$ cat src/rtl/home_event_scheduler.sv
// -----------------------------------------------------------------------------
// home_event_scheduler
//
// Round-robin arbiter that shares the single-active actuator/display path of
// the home automation controller among six sensor-derived requesters
// (front door, rear door, fire alarm, window, heat, cool). Sensor events are
// latched as pending. Exactly one actuator is granted at a time for
// HOLD_CYCLES cycles. Each grant is followed by a one-cycle all-off gap.
//
// All state changes happen on the FALLING edge of Clk. Rst is synchronous and
// active-high.
//
// Optional feature (compile-time macro FIRE_PREEMPT_EN):
//   When defined, an asserted SFA during another requester's grant switches
//   the grant straight to the fire alarm. There is no gap. The aborted
//   requester is re-pended. When undefined, SFA is an ordinary requester.
//
// Parameters:
//   HOLD_CYCLES  cycles an actuator stays on per grant (>= 1)
//   T_LOW        heat request when ST < T_LOW
//   T_HIGH       cool request when ST > T_HIGH
//
// Ports:
//   Clk                  clock (falling-edge active)
//   Rst                  synchronous active-high reset
//   SFD, SRD, SFA, SW    door / alarm / window sensor levels
//   ST[6:0]              unsigned temperature
//   clr                  clears all pending bits (current grant unaffected)
//   fdoor .. cooler      actuators, at most one high
//   display[2:0]         granted code: 1 FD,2 RD,3 FA,4 W,5 heat,6 cool,0 none
//   pending[5:0]         latched requests (bit0 FD .. bit5 cool)
//   busy                 high while a grant is active
// -----------------------------------------------------------------------------
module home_event_scheduler #(
    parameter int HOLD_CYCLES = 8,
    parameter int T_LOW       = 50,
    parameter int T_HIGH      = 70
) (
    input  logic       Clk,
    input  logic       Rst,
    input  logic       SFD,
    input  logic       SRD,
    input  logic       SFA,
    input  logic       SW,
    input  logic [6:0] ST,
    input  logic       clr,
    output logic       fdoor,
    output logic       rdoor,
    output logic       alarmbuzz,
    output logic       winbuzz,
    output logic       heater,
    output logic       cooler,
    output logic [2:0] display,
    output logic [5:0] pending,
    output logic       busy
);

    localparam int CW = $clog2(HOLD_CYCLES + 1);
    localparam logic [CW-1:0] CNT_LOAD = CW'(HOLD_CYCLES - 1);
    localparam logic [CW-1:0] CNT_ZERO = CW'(32'd0);
    localparam logic [CW-1:0] CNT_ONE  = CW'(32'd1);

    localparam logic [6:0] T_LOW_C  = 7'(T_LOW);
    localparam logic [6:0] T_HIGH_C = 7'(T_HIGH);

    localparam logic [1:0] ST_IDLE  = 2'd0;
    localparam logic [1:0] ST_GRANT = 2'd1;
    localparam logic [1:0] ST_GAP   = 2'd2;

    localparam logic [2:0] FA_IDX = 3'd2;

    // One-hot vector for requester index i (0..5).
    function automatic logic [5:0] onehot6(input logic [2:0] i);
        return 6'b000001 << i;
    endfunction

    // The first set bit of c, searching from p upward and wrapping 5 -> 0.
    function automatic logic [2:0] rr_pick(input logic [5:0] c, input logic [2:0] p);
        logic [2:0] pick;
        logic [2:0] k3;
        logic       found;
        int         k;
        pick  = p;
        found = 1'b0;
        for (int i = 0; i < 6; i++) begin
            k = int'(p) + i;
            if (k >= 6) begin
                k = k - 6;
            end else begin
                k = k;
            end
            k3 = 3'(k);
            if (!found && c[k3]) begin
                pick  = k3;
                found = 1'b1;
            end else begin
                found = found;
            end
        end
        return pick;
    endfunction

    logic [1:0]    state_r, state_n;
    logic [2:0]    ptr_r, ptr_n;
    logic [2:0]    g_r, g_n;
    logic [CW-1:0] cnt_r, cnt_n;
    logic [5:0]    pending_r, pending_n;
    logic [5:0]    act_r, act_n;
    logic [2:0]    disp_r, disp_n;
    logic          busy_r, busy_n;

    logic [5:0]    req_s;
    logic [5:0]    cand_s;
    logic [2:0]    pick_s;
    logic          preempt_s;

    assign req_s  = {(ST > T_HIGH_C), (ST < T_LOW_C), SW, SFA, SRD, SFD};
    // Same-edge requests take part in arbitration together with latched ones.
    assign cand_s = pending_r | req_s;
    assign pick_s = rr_pick(cand_s, ptr_r);

`ifdef FIRE_PREEMPT_EN
    assign preempt_s = (state_r == ST_GRANT) && SFA && (g_r != FA_IDX);
`else
    assign preempt_s = 1'b0;
`endif

    // Next-state, grant and pending computation.
    always_comb begin
        state_n   = state_r;
        ptr_n     = ptr_r;
        g_n       = g_r;
        cnt_n     = cnt_r;
        act_n     = act_r;
        disp_n    = disp_r;
        busy_n    = busy_r;
        pending_n = pending_r | req_s;

        case (state_r)
            ST_IDLE, ST_GAP: begin
                if (cand_s != 6'd0) begin
                    state_n   = ST_GRANT;
                    g_n       = pick_s;
                    cnt_n     = CNT_LOAD;
                    act_n     = onehot6(pick_s);
                    disp_n    = pick_s + 3'd1;
                    busy_n    = 1'b1;
                    // The granted bit is consumed, even if its sensor is still high now.
                    pending_n = (pending_r | req_s) & ~onehot6(pick_s);
                end else begin
                    state_n = ST_IDLE;
                    act_n   = 6'd0;
                    disp_n  = 3'd0;
                    busy_n  = 1'b0;
                end
            end
            ST_GRANT: begin
                if (preempt_s) begin
                    // Switch straight to the alarm. ptr stays put, so it
                    // becomes 3 when the alarm grant completes.
                    g_n       = FA_IDX;
                    cnt_n     = CNT_LOAD;
                    act_n     = onehot6(FA_IDX);
                    disp_n    = 3'd3;
                    pending_n = (pending_r | req_s | onehot6(g_r)) & ~onehot6(FA_IDX);
                end else if (cnt_r == CNT_ZERO) begin
                    state_n = ST_GAP;
                    act_n   = 6'd0;
                    disp_n  = 3'd0;
                    busy_n  = 1'b0;
                    ptr_n   = (g_r == 3'd5) ? 3'd0 : (g_r + 3'd1);
                end else begin
                    cnt_n = cnt_r - CNT_ONE;
                end
            end
            default: begin
                state_n = ST_IDLE;
                act_n   = 6'd0;
                disp_n  = 3'd0;
                busy_n  = 1'b0;
            end
        endcase

        // clr overrides everything that would set a pending bit on this edge.
        if (clr) begin
            pending_n = 6'd0;
        end else begin
            pending_n = pending_n;
        end
    end

    // State and output registers, updated on the falling edge.
    always_ff @(negedge Clk) begin
        if (Rst) begin
            state_r   <= ST_IDLE;
            ptr_r     <= 3'd0;
            g_r       <= 3'd0;
            cnt_r     <= CNT_ZERO;
            pending_r <= 6'd0;
            act_r     <= 6'd0;
            disp_r    <= 3'd0;
            busy_r    <= 1'b0;
        end else begin
            state_r   <= state_n;
            ptr_r     <= ptr_n;
            g_r       <= g_n;
            cnt_r     <= cnt_n;
            pending_r <= pending_n;
            act_r     <= act_n;
            disp_r    <= disp_n;
            busy_r    <= busy_n;
        end
    end

    assign fdoor     = act_r[0];
    assign rdoor     = act_r[1];
    assign alarmbuzz = act_r[2];
    assign winbuzz   = act_r[3];
    assign heater    = act_r[4];
    assign cooler    = act_r[5];
    assign display   = disp_r;
    assign pending   = pending_r;
    assign busy      = busy_r;

endmodule

$ cat config.mk
export PLATFORM = sky130hd
export DESIGN_NAME = home_event_scheduler
export DESIGN_NICKNAME = d
export VERILOG_FILES = /design/src/rtl/home_event_scheduler.sv
export SDC_FILE = /design/constraint.sdc
export NUM_CORES = 1
export LEC_CHECK = 0
export ABC_AREA = 1
export BUFFER_PORTS_ARGS = -buffer_cell sky130_fd_sc_hd__buf_2
export CAP_MARGIN = 20
export CELL_PAD_IN_SITES_DETAIL_PLACEMENT = 1
export CELL_PAD_IN_SITES_GLOBAL_PLACEMENT = 1
export CORE_UTILIZATION = 40
export DETAILED_ROUTE_END_ITERATION = 7
export PLACE_DENSITY = 0.86
export SLEW_MARGIN = 20
export SYNTH_ARGS = -nofsm -noshare
export SYNTH_HDL_FRONTEND = slang
export SYNTH_SLANG_ARGS = --single-unit
export TNS_END_PERCENT = 5
$ cat constraint.sdc
create_clock -name Clk -period 4.24 [get_ports Clk]
set_input_delay 0.424 -clock Clk [delete_from_list [all_inputs] [get_ports Clk]]
set_output_delay 0.424 -clock Clk [all_outputs]
set_load 0.1 [all_outputs]
---- Word level (Yosys, flattened, before mapping) ----
Index checks and enable logic that the tools add are counted.
storage, ports and cells
  output and inout bits ................... 16
  bits in registers ....................... 28
operators by class
  bitwise gates (word level) .............. 3
  shift-type cells ........................ 1
  order comparisons ....................... 14
  reduce and logical (&&, ||, !) cells .... 19
  multiplexer cells ....................... 47
  $add $sub $neg .......................... 14
  equality and inequality tests ........... 6
operators with widths
  cell                 number
  $mux 3               15
  $lt 3x4->1 const B   6
  $mux 6               4
  $ge 4x3->1 const B   5
  $bmux 1 s3           6
  $sub 3x3->3 const B  6
  $mux 1               14
  $pmux 6 s2           1
  $add 3x2->4 const B  2
  $add 3x3->4 const B  2
  $mux 4               2
  $pmux 4 s2           1
  $gt 7x7->1 const B   1
  $lt 7x6->1 const B   1
  $add 3x1->3 const B  2
  $and 6x6->6          1
  $ne 2x2->1 const B   3
  $not 6->6            1
  $or 6x6->6           1
  $pmux 3 s2           1
  $reduce_bool 6->1    1
  $shl 1x3->6 const A  1
  $logic_and 1x1->1    5
  $logic_not 1->1      5
  other kinds (15)     17

---- Longest topological paths before layout ----
Gate-level depths: netlist (run 1).
  depth in word-level cells ............... 25
  depth in mapped cells ................... 27
  gate-level depth less buffers ........... 25

==> summary.md, run 1 <==
| Metric | Value |
|---|---|
| Reg2reg setup slack | around 0.18 ns |
| Final worst slack | -0.4305 ns |
| Worst VDD drop | 621.0 uV |
| Post-synthesis cell count | 366 |
| Row cnt | 27 |
| # DRC | 0 |
| Cell with the most instances after synthesis | nand2_1 |
| Worst hold stages | 2 |
| Number of synthesized register bits | 27 |
| Post-Synthesis Cell Area | roughly 2300 um^2 |
| Syn nets | slightly below 400 |
| Post-synth EDFFs | 0 |
| Post-route ant nets | 0 |
| Buffers on Ports | 29 |
| Area Growth Syn to Fin | 49.42% |
| Crit. End Element | flop |
| Clk Latency, worst-skew pair | around 0.44 ns |
| Failing checks | negative setup slack |
| Gr usage total | 35.72% |
| Post-Layout Cell Count | 536 |
| Sequential share of power | 14.7% |
| FILL cells | 732 |
| Initial DRC Count | 375 |
| Reg2reg end | pending[2]$_SDFF_NP0_ |
| Yosys warns | 0 |
| Critical path origin | SFD |
| Synth top cells by count | 110 x nand2_1, 49 x inv_1, 36 x nand3_1 |
| Place WS | -0.6607 ns |
| Drt wl/cell | between 20 and 30 um |
| Final setup viols | 19 |
| Worst slew margin | 46.12% |
| Syn Area/Cell | 6.198 um^2 |
| CTS sink count | 27 |
| Area contributors post-synth | dfxtp_1 24%, nand2_1 18%, ha_1 8.3% |
| Dpl cells | 487 |
| Distinct cells, synth | 34 |
| Reg2Reg Launch Point | ptr_r[1]$_SDFFE_NP0P_ |
| Worst Hold Class | reg2reg |
| Initial antenna violation count | 0 |
| Reg clk slew, reported paths | 0.04 ns |
| Die Span X | 77.31 um |
| Sequential fraction of the synthesis area | between 20% and 30% |
| # IOs | 30 |
| Max clock buf depth | 2 |
| Reg2Reg Depth | 22 |
| Crit Path Category | in2reg |
| Critical Path Source Type | input port |
| Pwr Density | 743.9 nW/um^2 |
| Largest net degree at the start of global routing | 17 |
| Vias in the first global route | 3280 |
| Die area | 5976 um^2 |
| Final setup TNS | -5.153 ns |
| First-pass DRT Iterations | 7 |
| Routability Congestion | approximately 0.9 |
| First-pass GRT wire length | 16.41 mm |
| Max Slew Vio Count | 0 |
| Die Y-Extent | 77.31 um |
| GR Overflow Total | 0 |
| CTS tree | yes |
| CTS Buf Count | 3 |
| Via count | approximately 3300 |
| Critical path required time | 2.37 ns |
| Initial Utilization | 41.45% |
| Hold slack | between 0.4 and 0.5 ns |
| Area leader, netlist | dfxtp_1 |
| Switching power | about 1.5 mW |
| Number of vias per cell | 6.097 |
| Slew @ Worst Pin | about 0.81 ns |
| Comb power frac | 71.8% |
| Leakage Power | about 1.8 nW |
| DP Wirelength | a little under 6 mm |
| Ant diodes | 0 |
| Fin nets | slightly below 500 |
| Internal Power | 0.9923 mW |
| RSZ-0062 raised after global routing | yes |
| Worst EP arrival | between 2 and 3 ns |
| Part of the power in the clock network | ~14% |
| Share of cells above drive strength 1 | slightly above 40% |
| Synth Flop Type | dfxtp_1 |
| Status | complete, but fails checks |
| Final hold violations | 0 |
| Post-synth top area share | 23.83% |
| Critical Path Fanout Max | 7 |
| Drt total wl | between 10 and 15 mm |
| Core area | roughly 5500 um^2 |
| Post-synth ARST share | 0% |
| Max_cap viols | 0 |
| Sw Share | between 60% and 70% |
| H-tree levels | 1 |
| Worst Skew | 0.07996 ns |
| Root cell of the clock tree | clkbuf_8 |
| Worst setup path endpoint | pending[2]$_SDFF_NP0_ |
==> flip-flops by register name (all words and copies together) (netlist names) <==
register  count
pending       6
display       3
ptr_r         3
act_r         6
state_r       1
busy          1
cnt_r         4
g_r           3
==> logic make-up after synthesis <==
| group | Yosys count | share of synthesized area, % |
|---|---|---|
| xor gates and xnor gates | 3 | 1.159 |
| buffers and inverters | 65 | 11.47 |
| and+or+nand+nor | 211 | 44.13 |
| AOI/OAI and AO/OA | 45 | 11.14 |
| DFF | 27 | 23.83 |
| adders and majority gates | 15 | 8.274 |
==> layout by cell type (no fill, tap or decap), drive strengths merged, types with 2 or more instances in the layout <==
cell / n
a31oi: 2
nand2: 125
nor2: 34
a21oi: 20
xor2: 3
o211ai: 3
clkbuf: 3
nand3: 39
ha: 15
or2: 2
o21ai: 18
inv: 86
nand4: 6
dfxtp: 27
buf: 73
nor3: 4
==> power groups by stage <==
stage,Sequential [mW],Combinational (mW),Clock [mW]
after floorplan,0.603,0.631,0.0404
after global placement,0.350,1.18,0.0404
after detailed placement,0.353,1.23,0.0404
after CTS,0.355,1.38,0.277
after global routing,0.366,1.85,0.359
final,0.370,1.81,0.342
==> layout make-up <==
class,count,area (um^2),share of cell area [%]
Inverter,59,229.0,6.755
Timing Repair Buffer,73,540.5,15.95
Multi-Input combinational cell,274,1838,54.23
Tap cell,72,90.09,2.658
Clock buffer,3,41.29,1.218
Clock inverter,28,110.1,3.248
Sequential cell,27,540.5,15.95
==> repair_timing <==
action / 4_1_cts / 5_1_grt
hold buffers: 0 / 0
endpoints found under the setup margin: 14 / 19
setup buffers: 7 / 12
gates resized for setup: 38 / 62
pin swaps: 26 / 42
==> per-layer routing <==
layer,part of all wire [%],up-vias,GRT usage [%]
met4,8.2,0,27.74
li1,-,1347,-
met3,8.0,99,6.429
met5,0,-,0
met2,48,254,65.58
met1,36,1568,35.01
==> worst max-delay path, stage by stage <==
cell	delay, ns
buf_6	0.10
nor2_4	0.11
nand2_2	0.07
nand3_2	0.12
nand3_4	0.13
nand2_4	0.11
nor2_4	0.05
nor2_8	0.18
nand2_4	0.09
nor2_4	0.19
buf_6	0.12
nand4_1	0.14
nand2_1	0.14
inv_2	0.07
nand2_4	0.09
nand2_4	0.08
inv_4	0.07
buf_4	0.16
nand2_1	0.11
o21ai_2	0.16
nor2_1	0.05
==> how the worst min path moves through the flow <==
stage	start	endpoint	slack, ns
floorplan	cnt_r[0]$_SDFFE_NP0P_	cnt_r[0]$_SDFFE_NP0P_	0.43
global placement	cnt_r[0]$_SDFFE_NP0P_	cnt_r[0]$_SDFFE_NP0P_	0.45
detailed placement	display[2]$_SDFFE_NP0P_	display[2]$_SDFFE_NP0P_	0.46
CTS	display[0]$_SDFFE_NP0P_	display[0]$_SDFFE_NP0P_	0.47
global route	act_r[3]$_SDFFE_NP0P_	act_r[3]$_SDFFE_NP0P_	0.52
finish	act_r[3]$_SDFFE_NP0P_	act_r[3]$_SDFFE_NP0P_	0.50
==> through the flow <==
| stage | util (%) | cell area [um^2] | total power, mW |
|---|---|---|---|
| detailed placement | 49.36 | 2701 | 1.627 |
| floorplan | - | 2308 | 1.274 |
| global placement | 49.36 | 2701 | 1.574 |
| finish | 61.93 | 3390 | 2.522 |
| CTS | 55.65 | 3045 | 2.015 |
| global route | 61.93 | 3390 | 2.578 |
No activity file was read; power rests on OpenSTA's default activity.
==> inputs of run 2 (changes only) <==
- BUFFER_PORTS_ARGS: -buffer_cell sky130_fd_sc_hd__buf_2 -> unset
- CORE_UTILIZATION: 40 -> 44
- DONT_BUFFER_PORTS: unset -> 1
==> summary.md, run 2 <==
| Metric | Value |
|---|---|
| Routability Congestion | 0.8739 |
| # IOs | 30 |
| Post-Synthesis Cell Area | 2268 um^2 |
| Status | stopped before the end |
| Syn Area/Cell | 6.198 um^2 |
| Cell with the most instances after synthesis | nand2_1 |
| Gr usage total | 68.52% |
| Post-GRT worst EP | display[2]$_SDFFE_NP0P_/D |
| Largest net degree at the start of global routing | 18 |
| Die Y-Extent | roughly 74 um |
| Post-synth top area share | 23.83% |
| Number of synthesized register bits | 27 |
| Synth Flop Type | dfxtp_1 |
| Area contributors post-synth | dfxtp_1 24%, nand2_1 18%, ha_1 8.3% |
| Post-synth ARST share | 0% |
| GR Overflow Total | 28 |
| Sequential fraction of the synthesis area | 23.83% |
| Buffers on Ports | 0 |
| CTS Buf Count | 3 |
| Post-synthesis cell count | 366 |
| Root cell of the clock tree | clkbuf_8 |
| Post-placement cell area | around 2700 um^2 |
| Initial Utilization | 46.79% |
| Stopped at | global routing |
| Area leader, netlist | dfxtp_1 |
| Row cnt | 25 |
| Synth top cells by count | 110 x nand2_1, 49 x inv_1, 36 x nand3_1 |
| Worst EP kind | register data pin |
| Distinct cells, synth | 34 |
| Post-CTS Hold Buffers | 0 |
| Place WS | -0.6615 ns |
| CTS sink count | 27 |
| First Err | [ERROR GRT-0232] Routing congestion too high. Check the congestion heatmap in the GUI. |
| H-tree levels | 1 |
| Post-synth EDFFs | 0 |
| DP Wirelength | about 6.5 mm |
| Die Span X | 73.80 um |
| Yosys warns | 0 |
| Max clock buf depth | 2 |
| Syn nets | 395 |
run 2: cell counts after synthesis:
Identical to the previous run, type by type.
run 2: cell families after synthesis:
group	Yosys count	share of synthesized area [%]
buffers and inverters	65	11.47
adders and majority gates	15	8.274
DFF	27	23.83
xor gates and xnor gates	3	1.159
AOI/OAI and AO/OA	45	11.14
and+or+nand+nor	211	44.13
run 2: what timing repair did:
action	4_1_cts
pin swaps	30
buffers inserted	7
gates resized for setup	57
endpoints found under the setup margin	16
run 2: layer usage:
layer	GRT usage [%]	overflow
met1	64.36	0
met2	90.32	16
met3	50.34	0
met4	74.36	12
met5	9.091	0
run 2: through the flow:
step | util, % | instances
floorplan | - | 366
global placement | 55.07 | 469
detailed placement | 55.07 | 469
CTS | 63.48 | 506
==> inputs of run 3 (changes only) <==
- CELL_PAD_IN_SITES_DETAIL_PLACEMENT: 1 -> unset
- CELL_PAD_IN_SITES_GLOBAL_PLACEMENT: 1 -> unset
- CORE_UTILIZATION: 44 -> 40
- PLACE_DENSITY: 0.86 -> unset
- PLACE_DENSITY_LB_ADDON: unset -> 0.15
==> summary.md, run 3 (synthesis results as in run 1) <==
| Metric | Value |
|---|---|
| Status | complete, but fails checks |
| Failing checks | negative setup slack |
| DP Wirelength | 4.673 mm |
| Area Growth Syn to Fin | 36.35% |
| CTS tree | yes |
| Hold EP | act_r[0]$_SDFFE_NP0P_ |
| Worst VDD drop | 678.3 uV |
| Reg2Reg Depth | 19 |
| CTS sink count | 27 |
| Routability Congestion | 0.9179 |
| Initial Utilization | 41.45% |
| Max_cap viols | 0 |
| Critical Path Fanout Max | 7 |
| Fin area | about 3100 um^2 |
| Reg2reg end | display[1]$_SDFFE_NP0P_ |
| Fin nets | 471 |
| Critical path required time | 2.41 ns |
| Number of vias per cell | slightly below 5 |
| Final setup viols | 2 |
| Area of the multi-input gates | 1697 um^2 |
| Root cell of the clock tree | clkbuf_8 |
| Die area | around 6000 um^2 |
| Worst slew margin | 55.75% |
| H-tree levels | 1 |
| Row cnt | 27 |
| # IOs | 30 |
| Max Slew Vio Count | 0 |
| Initial antenna violation count | 0 |
| Hold Startpoint | act_r[0]$_SDFFE_NP0P_ |
| CTS Buf Count | 3 |
| Hold slack | 0.4567 ns |
| # DRC | 0 |
| Via count | 2469 |
| Commonest cells after routing, fill and taps aside | 93 x nand2_1, 75 x inv_1, 46 x buf_4 |
| Largest net degree at the start of global routing | 16 |
| Drt wl/cell | approximately 12 um |
| First-pass GRT wire length | 10.21 mm |
| Final worst slack | -0.03233 ns |
| Post-route ant nets | 0 |
| Max clock buf depth | 2 |
| Die Span X | around 77 um |
| Reg clk slew, reported paths | about 0.04 ns |
| Reg2reg setup slack | a little under 1 ns |
| Worst Skew | approximately 0.016 ns |
| Worst EP arrival | 2.45 ns |
| Leakage Power | approximately 1.7 nW |
| Post-placement cell area | 2684 um^2 |
| RSZ-0062 raised after global routing | yes |
| Drt total wl | 6.224 mm |
| Final hold violations | 0 |
| GR Overflow Total | 0 |
| Pwr Density | 652.2 nW/um^2 |
| Worst Hold Class | reg2reg |
| Gr usage total | 21.11% |
| Reg2Reg Launch Point | ptr_r[1]$_SDFFE_NP0P_ |
| Slew @ Worst Pin | 0.6616 ns |
| Core area | 5473 um^2 |
| Crit Path Category | in2reg |
| Most common cell after layout, fill and taps aside | nand2_1 |
| Crit. End Element | flop |
| Share of cells above drive strength 1 | 31.97% |
| Critical Path Source Type | input port |
| Place WS | -0.4870 ns |
| First-pass DRT Iterations | 4 |
| Buffers on Ports | 0 |
| Register area | 540.5 um^2 |
| FILL cells | 542 |
| Vias in the first global route | 2436 |
| Initial DRC Count | 115 |
| Clk Latency, worst-skew pair | 0.36 ns |
| Worst hold stages | 2 |
| Die Y-Extent | 77.31 um |
| Ant diodes | 0 |
[run 3: critical path, stage by stage]
cell	delay, ns
nor2_4	0.10
nand2_2	0.08
nand3_2	0.10
nand3_4	0.11
nand2_4	0.10
nor2_4	0.05
nor2_8	0.19
nand2_4	0.07
nor2_4	0.15
nand3_4	0.11
o211ai_2	0.10
nand2_2	0.10
buf_4	0.15
ha_4	0.20
or2_2	0.30
a21oi_2	0.11
[run 3: metrics by stage]
step	power, mW	instances	util [%]	setup TNS, ns
after floorplan	1.274	366	-	-0.9059
after global placement	1.592	475	49.04	-3.972
after detailed placement	1.601	475	49.04	-4.525
after CTS	1.886	511	53.09	-0.02291
after global routing	2.187	513	56.52	-0.7079
final	2.017	513	56.52	-0.05889
[run 3: worst max path at each step]
stage,end,slack [ns],from,depth (start not counted)
final,display[1]$_SDFFE_NP0P_,-0.03,SFD,16
after global placement,display[2]$_SDFFE_NP0P_,-0.41,ST[3],18
after detailed placement,display[2]$_SDFFE_NP0P_,-0.49,ST[3],18
after floorplan,display[2]$_SDFFE_NP0P_,-0.27,SW,18
after CTS,display[1]$_SDFFE_NP0P_,-0.01,SFD,17
after global routing,display[2]$_SDFFE_NP0P_,-0.14,SFD,18
[run 3: per-layer routing]
layer | global-route usage, % | wire length, um | up-vias
li1 | - | - | 1306
met1 | 23.25 | 2731 | 1096
met2 | 37.88 | 3137 | 54
met3 | 4.286 | 207 | 13
met4 | 10.75 | 148 | 0
met5 | 0 | 0 | -
[run 3: what timing repair did]
action | CTS | global route
endpoints found under the setup margin | 3 | 14
setup buffers | 6 | 2
gates resized for setup | 9 | 42
pin swaps | 13 | 27
hold buffers | 0 | 0
[run 3: report_power, final]
part           switching (mW)  internal (mW)
Sequential             0.0267          0.309
Clock                   0.145         0.0984
Combinational           0.920          0.518
Total                    1.09          0.925
[run 3: cell type report]
type / count / share of cell area (%)
well taps: 72 / 2.913
clock inverters: 28 / 3.398
inverters: 59 / 7.403
flip-flops and latches: 27 / 17.48
clock buffers: 3 / 1.335
repair buffers: 50 / 12.62
multi-input cells: 274 / 54.85
